### config.mk
export PLATFORM = sky130hd
export DESIGN_NAME = demux_route
export DESIGN_NICKNAME = d
export VERILOG_FILES = /design/src/rtl/demux_route.sv
export SDC_FILE = /design/constraint.sdc
export NUM_CORES = 1
export LEC_CHECK = 0
export ABC_AREA = 0
export ABC_CLOCK_PERIOD_IN_PS = 2700
export CAP_MARGIN = 5
export CORE_MARGIN = 10
export CORE_UTILIZATION = 56
export CTS_CLUSTER_SIZE = 28
export DETAILED_ROUTE_END_ITERATION = 8
export GPL_ROUTABILITY_DRIVEN = 1
export PLACE_DENSITY_LB_ADDON = 0.3
export SETUP_SLACK_MARGIN = 0.05
export SLEW_MARGIN = 20
export SYNTH_ARGS = -nofsm -noshare
export SYNTH_HDL_FRONTEND = slang
export SYNTH_SLANG_ARGS = --single-unit
### constraint.sdc
create_clock -name clk -period 2.7 [get_ports clk]
set_input_delay 0.54 -clock clk [delete_from_list [all_inputs] [get_ports clk]]
set_output_delay 0.54 -clock clk [all_outputs]
set_load 0.1 [all_outputs]
### src/rtl/demux_route.sv
// Registered 1-to-2 valid/ready demultiplexer: each accepted beat is steered
// (by cntrl, or alternating when mode=1) into one of two first-word-fall-through lane FIFOs.

module demux_route_fifo #(
    parameter int WIDTH = 8,
    parameter int DEPTH = 4
) (
    input  logic                       clk,
    input  logic                       rst_n,
    input  logic                       i_push,
    input  logic [WIDTH-1:0]           i_data,
    input  logic                       i_ready,
    output logic [WIDTH-1:0]           o_data,
    output logic                       o_valid,
    output logic [$clog2(DEPTH):0]     o_level,
    output logic                       o_full
);

    localparam int PW = $clog2(DEPTH);
    localparam int LW = PW + 1;
    localparam logic [LW-1:0] FULL_LVL = LW'(DEPTH);

    logic [WIDTH-1:0] r_mem [DEPTH];
    logic [PW-1:0]    r_wr_ptr;
    logic [PW-1:0]    r_rd_ptr;
    logic [LW-1:0]    r_level;
    logic [WIDTH-1:0] r_last;
    logic             w_empty;
    logic             w_pop;

    assign w_empty = (r_level == '0);
    assign w_pop   = !w_empty && i_ready;

    // NOTE: storage has no reset; the level counter alone decides which entries are live.
    always_ff @(posedge clk) begin
        if (i_push) begin
            r_mem[r_wr_ptr] <= i_data;
        end
    end

    always_ff @(posedge clk or negedge rst_n) begin
        if (!rst_n) begin
            r_wr_ptr <= '0;
            r_rd_ptr <= '0;
            r_level  <= '0;
            r_last   <= '0;
        end else begin
            if (i_push) begin
                r_wr_ptr <= r_wr_ptr + 1'b1;
            end
            if (w_pop) begin
                r_rd_ptr <= r_rd_ptr + 1'b1;
                r_last   <= r_mem[r_rd_ptr];
            end
            case ({i_push, w_pop})
                2'b10:   r_level <= r_level + 1'b1;
                2'b01:   r_level <= r_level - 1'b1;
                default: r_level <= r_level;
            endcase
        end
    end

    // An empty lane keeps presenting the last value it handed out.
    assign o_data  = w_empty ? r_last : r_mem[r_rd_ptr];
    assign o_valid = !w_empty;
    assign o_level = r_level;
    assign o_full  = (r_level == FULL_LVL);

    a_level_range: assert property (@(posedge clk) disable iff (!rst_n)
        r_level <= FULL_LVL);

    a_head_stable: assert property (@(posedge clk) disable iff (!rst_n)
        (o_valid && !i_ready) |=> (o_valid && o_data == $past(o_data)));

endmodule

module demux_route #(
    parameter int WIDTH = 8,
    parameter int DEPTH = 4
) (
    input  logic                   clk,
    input  logic                   rst_n,
    input  logic [WIDTH-1:0]       in_data,
    input  logic                   in_valid,
    output logic                   in_ready,
    input  logic                   cntrl,
    input  logic                   mode,
    output logic [WIDTH-1:0]       out1_data,
    output logic                   out1_valid,
    input  logic                   out1_ready,
    output logic [WIDTH-1:0]       out2_data,
    output logic                   out2_valid,
    input  logic                   out2_ready,
    output logic [$clog2(DEPTH):0] out1_level,
    output logic [$clog2(DEPTH):0] out2_level
);

    typedef enum logic {
        LANE1 = 1'b0,
        LANE2 = 1'b1
    } lane_e;

    lane_e w_target;
    logic  r_toggle;
    logic  w_full1;
    logic  w_full2;
    logic  w_accept;
    logic  w_push1;
    logic  w_push2;

    assign w_target = lane_e'(mode ? r_toggle : cntrl);

    // Readiness looks only at the target lane's own occupancy, never at in_valid
    // or at a pop in the same cycle, so a full lane cannot pass a beat through.
    assign in_ready = rst_n && ((w_target == LANE2) ? !w_full2 : !w_full1);
    assign w_accept = in_valid && in_ready;
    assign w_push1  = w_accept && (w_target == LANE1);
    assign w_push2  = w_accept && (w_target == LANE2);

    // Holding mode low for any clock restarts alternation at lane 1.
    always_ff @(posedge clk or negedge rst_n) begin
        if (!rst_n) begin
            r_toggle <= 1'b0;
        end else if (!mode) begin
            r_toggle <= 1'b0;
        end else if (w_accept) begin
            r_toggle <= ~r_toggle;
        end
    end

    demux_route_fifo #(
        .WIDTH (WIDTH),
        .DEPTH (DEPTH)
    ) u_lane1 (
        .clk     (clk),
        .rst_n   (rst_n),
        .i_push  (w_push1),
        .i_data  (in_data),
        .i_ready (out1_ready),
        .o_data  (out1_data),
        .o_valid (out1_valid),
        .o_level (out1_level),
        .o_full  (w_full1)
    );

    demux_route_fifo #(
        .WIDTH (WIDTH),
        .DEPTH (DEPTH)
    ) u_lane2 (
        .clk     (clk),
        .rst_n   (rst_n),
        .i_push  (w_push2),
        .i_data  (in_data),
        .i_ready (out2_ready),
        .o_data  (out2_data),
        .o_valid (out2_valid),
        .o_level (out2_level),
        .o_full  (w_full2)
    );

    a_no_overflow: assert property (@(posedge clk) disable iff (!rst_n)
        !(w_push1 && w_full1) && !(w_push2 && w_full2));

    a_one_lane: assert property (@(posedge clk) disable iff (!rst_n)
        !(w_push1 && w_push2));

endmodule

Yosys cells after proc, flatten, opt, wreduce, memory -nomap -nowiden
Memory sizes are Yosys's and may differ from the RTL's.
Index checks and enable logic that the tools add are counted.
{ "op_classes": {"add_sub_neg": 8, "n_eq_ne": 7, "n_mux": 12, "bitwise": 2, "reduce_logical": 14} }
{ "ops": {"columns": ["op", "count"], "rows": [
  ["$mux W8", 2],
  ["$pmux W3 S2", 2],
  ["$add A2 B1 Y2 const B", 4],
  ["$mux W1", 8],
  ["$add A3 B1 Y3 const B", 2],
  ["$eq A3 B3 Y1 const B", 2],
  ["$logic_and A1 B1 Y1", 6],
  ["$logic_not A3 Y1", 2],
  ["$sub A3 B1 Y3 const B", 2],
  ["$eq A2 B1 Y1 const B", 2],
  ["$eq A2 B2 Y1 const B", 2],
  ["$logic_not A1 Y1", 4],
  ["$reduce_bool A2 Y1", 2],
  ["$ne A2 B1 Y1 const B", 1],
  ["$not A1 Y1", 2]
]} }
{ "totals": {"register_bits": 31, "ram_bits": 64, "inputBits": 15, "wordCells": 54, "memories": 2} }
{ "memory_table": {"columns": ["memory", "words", "width", "read_ports", "rd_clocked_by_memory_dff", "write_ports", "line", "text"], "rows": [
  ["u_lane1.r_mem", 4, 8, 1, 0, 1, "23", "logic [WIDTH-1:0] r_mem [DEPTH];"],
  ["u_lane2.r_mem", 4, 8, 1, 0, 1, "23", null]
]} }

Depth between registers and ports, before layout
{ "depth": {"ltp_word": 8, "mapped_depth": 9, "ltp_nobuf": 9} }

By module
A second synthesis with hierarchy kept.
{ "unflattened": {"cells_unflattened": 221, "area_unflattened_um2": 4003.8} }
{ "modules_own_cells": {"columns": ["mod", "instances", "cells_each", "area_per_inst_um2"], "rows": [
  ["demux_route_fifo", 2, 105, 1951.9],
  ["demux_route", 1, 11, 100.1]
]} }

Worst setup path before layout
No wires, ideal clock.
{ "synth_timing": {"kind": "flip-flop to output port", "from": "register u_lane2.r_level[0], in the netlist u_lane2.o_level[0]", "to": "output out2_data[0]", "t_arrival_ns": 2.126, "slack_ns": 0.034, "stages_incl_launch_ff": 4, "n_path_buf": 1, "cell_sequence": "dfrtp_1 > or3_1 > buf_4 > mux2_2"} }
{ "synth_between": {"elab_chain_cells": 2} }
{ "synth_rtl": {"columns": ["item", "line", "text"], "rows": [
  ["from (decl)", "26", "logic [LW-1:0] r_level;"],
  ["from (signal assigned)", "56", "2'b10: r_level <= r_level + 1'b1;"],
  ["from (signal assigned)", "57", "2'b01: r_level <= r_level - 1'b1;"],
  ["from (signal assigned)", "58", "default: r_level <= r_level;"],
  ["$logic_not A3 Y1", "31", "assign w_empty = (r_level == '0);"],
  ["$mux W8", "64", "assign o_data = w_empty ? r_last : r_mem[r_rd_ptr];"],
  ["to (decl)", "91", "output logic [WIDTH-1:0] out2_data,"]
]} }
Every way passes these cells.

Worst setup path in the final report
{ "layout_timing": {"from": "input mode", "to": "output in_ready"} }
{ "layout_between": {"elab_chain_cells": 3} }
{ "layout_rtl": {"columns": ["item", "line", "text"], "rows": [
  ["from (decl)", "87", "input logic mode,"],
  ["$mux W1", "111", "assign w_target = lane_e'(mode ? r_toggle : cntrl);"],
  ["$mux W1", "115", "assign in_ready = rst_n && ((w_target == LANE2) ? !w_full2 : !w_full1);"],
  ["$logic_and A1 B1 Y1", "115", null],
  ["to (decl)", "85", "output logic in_ready,"]
]} }
Every way passes these cells.

==> run summary <==
Synth Area in Simple Gates = 0.0359
clock root buffer = clkbuf_8
total grt overflow = 0
Worst-Margin Slew = 0.458 ns
Post-Synth Adder-Cell Area = 0.0409
Hold WS = 0.512 ns
number of top-level pins = 40
H-tree levels = 3
Setup Fix Bufs, Post-CTS = 0
count of different cell masters after synthesis = 26
startpoint class of the critical path = input pin
met3 GRT Util = 0.0369
Worst-path clk slew = 0.08 ns
Top delay family on crit path = buffers and inverters
number of flops mapped to enable cells by yosys = 64
XOR/XNOR share of the synthesized area = 0.0260
sum of buffers and inverters on the critical path = 2
vias in the first global route = 2182
crit-path cells = clkdlybuf4s50_1 -> mux2i_2 -> mux2i_1 -> and2_1 -> buf_12
CP max-delay cell = clkdlybuf4s50_1
vias per inst = 5.33
Synth Instances = 219
mux contribution to synthesized area = 0.194
count of warnings emitted by yosys = 0
main combinational cell family by area after synthesis = multiplexers
antenna cells = 0
port bufs = 39
drt total wl = 7000 um
complex-gate fraction of the synthesized area = 0.00929
Worst Reg2Reg Path Length in Cells = 9
CP endpoint = in_ready
first-pass GRT wire length = 11300 um
antenna violations before repair = 0
share of layout cells above drive strength 1 = 0.389
largest net degree at the start of global routing = 22
drt initial violations = 54
hold crit path type = flip-flop to flip-flop
gr busiest metal = met2
Total GRT Usage = 0.131
Avg WL per Cell = 18.9 um
Area contributors post-synth = edfxtp_1 48%, dfrtp_1 19%, mux2_2 8.9%
async set-reset flop share out of synthesis = 0.326
Synth top area share = 0.475
total CTS buffers = 9
Initial Util = 0.585
maximum clock insertion buffer count = 2
core footprint = 6910 sq um
outcome = finished clean
reg-to-reg endpoint = u_lane1.o_level[2]
clock sinks = 95
Slew Viols, Final = 0
post-synthesis sequential element count = 95
row count = 30
Clk Latency, worst-skew pair = 0.35 ns
ys flop type = edfxtp_1
via count = 1979
critical path's largest stage delay = 0.51 ns
Die Wd = 105 um
remaining antenna violation count after routing = 0
hpwl dp = 4950 um
syn nets = 246
crit path max fanout = 3
CTS tree = built
worst flop-to-flop path startpoint = u_lane1.o_level[0]
post-synthesis area per instance = 18.5 sq um
synthesized area = 4040 sq um
# DRC = 0
worst reg-to-reg setup slack = 0.65 ns
FILL cells = 464
GPL Wtd Cong = 0.788
Final setup viols = 0
Area Overhead vs Synth = 21.5%
DRT Pass-1 Iters = 4
RSZ-0062 raised after global routing = false
met1 Use GR = 0.153
Max-Cap Viols = 0
cell taking the most area after synthesis = edfxtp_1
Layout Nets = 297
DIE AREA = 11000 sq um
Post-CTS Hold Fix Bufs = 0
GRT met2 Usage = 0.219
Crit. Startpoint = mode
CP Capture Type = primary output
kind of critical path = input pin to primary output
Final Critical Period = 2.53 ns
post-route clock period utilization = 0.938
sequential-to-total area share from yosys stat = 0.667
Rel. slew slack = 0.695
CP Depth = 5
Clock Skews = 0.00621 ns
Die Y = 105 um
Fin. Hold Viols = 0
Critical Path AT = 1.99 ns
highest clock rate = 395 MHz
CP required = 2.16 ns
TNS Setup = 0 ns
layer usage:
layer	wire, um	part of all wire
met5	0	0
met4	119	0.017
met3	331	0.047
met2	3590	0.51
met1	2960	0.42
metrics by stage:
step                utilization  area [sq um]  std cells  setup WS [ns]
floorplan                     -          4040        219         0.0389
global placement          0.684          4730        355          0.128
detailed placement        0.684          4730        355         0.0410
CTS                       0.711          4910        371         0.0613
global route              0.711          4910        371          0.102
finish                    0.711          4910        371          0.166
cell type report:
class / count / area, sq um / share of cell area
Sequential cell: 95 / 2700 / 0.550
Inverter: 13 / 48.8 / 0.00994
Tap cell: 96 / 120 / 0.0245
Clock inverter: 5 / 32.5 / 0.00662
Timing Repair Buffer: 48 / 621 / 0.126
Multi-Input combinational cell: 103 / 1240 / 0.252
Clock buffer: 11 / 151 / 0.0308
cell usage after synthesis (3+ instances only):
| library cell | count |
|---|---|
| edfxtp_1 | 64 |
| and2_1 | 9 |
| ha_1 | 10 |
| mux2_2 | 32 |
| mux4_2 | 16 |
| xnor2_1 | 6 |
| inv_1 | 13 |
| xor2_1 | 6 |
| nand2_1 | 4 |
| dfrtp_1 | 31 |
| buf_6 | 3 |
how the worst min path moves through the flow:
stage | start | to | slack [ns] | cells after the start
floorplan | rst_n | r_toggle | 0.24 | 0
global placement | u_lane2.r_last[5] | u_lane2.r_last[5] | 0.49 | 1
detailed placement | u_lane1.r_last[6] | u_lane1.r_last[6] | 0.50 | 1
CTS | u_lane2.r_last[3] | u_lane2.r_last[3] | 0.52 | 1
global route | u_lane1.r_last[3] | u_lane1.r_last[3] | 0.53 | 1
finish | u_lane2.r_last[5] | u_lane2.r_last[5] | 0.51 | 1
cell families (layout without fill, tap and decap cells):
family / after synthesis / after routing
flip-flops: 95 / 95
multiplexers: 53 / 53
AND/OR/NAND/NOR: 21 / 21
buffers and inverters: 21 / 77
adder cells (fa/ha/maj): 12 / 12
XOR/XNOR: 12 / 12
AO/OA/AOI/OAI: 5 / 5
layout by cell type, fill, tap and decap left out, types with 3 or more instances in the layout:
| cell type | count |
|---|---|
| buf_4 | 16 |
| mux4_2 | 16 |
| xor2_1 | 6 |
| inv_1 | 13 |
| clkinvlp_4 | 3 |
| buf_12 | 18 |
| edfxtp_1 | 64 |
| clkdlybuf4s50_1 | 14 |
| clkbuf_8 | 11 |
| dfrtp_1 | 29 |
| nand2_1 | 4 |
| and2_1 | 9 |
| mux2_2 | 32 |
| xnor2_1 | 6 |
| ha_1 | 10 |
flip-flops by register name (all words and copies together), names as in the netlist:
name	flops
r_toggle	1
u_lane1.o_level	3
u_lane1.r_last	8
u_lane1.r_mem	32
u_lane1.r_rd_ptr	2
u_lane1.r_wr_ptr	2
u_lane2.o_level	3
u_lane2.r_last	8
u_lane2.r_mem	32
u_lane2.r_rd_ptr	2
u_lane2.r_wr_ptr	2
repair_timing:
action                                 in CTS  in global routing
endpoints found under the hold margin       0                  0
setup endpoints to repair                   0                  5
gates resized for setup                     0                  1
Power is left out: the tool's default activity adds up to more than one toggle a clock period on the data nets, which glitch-free logic cannot reach.
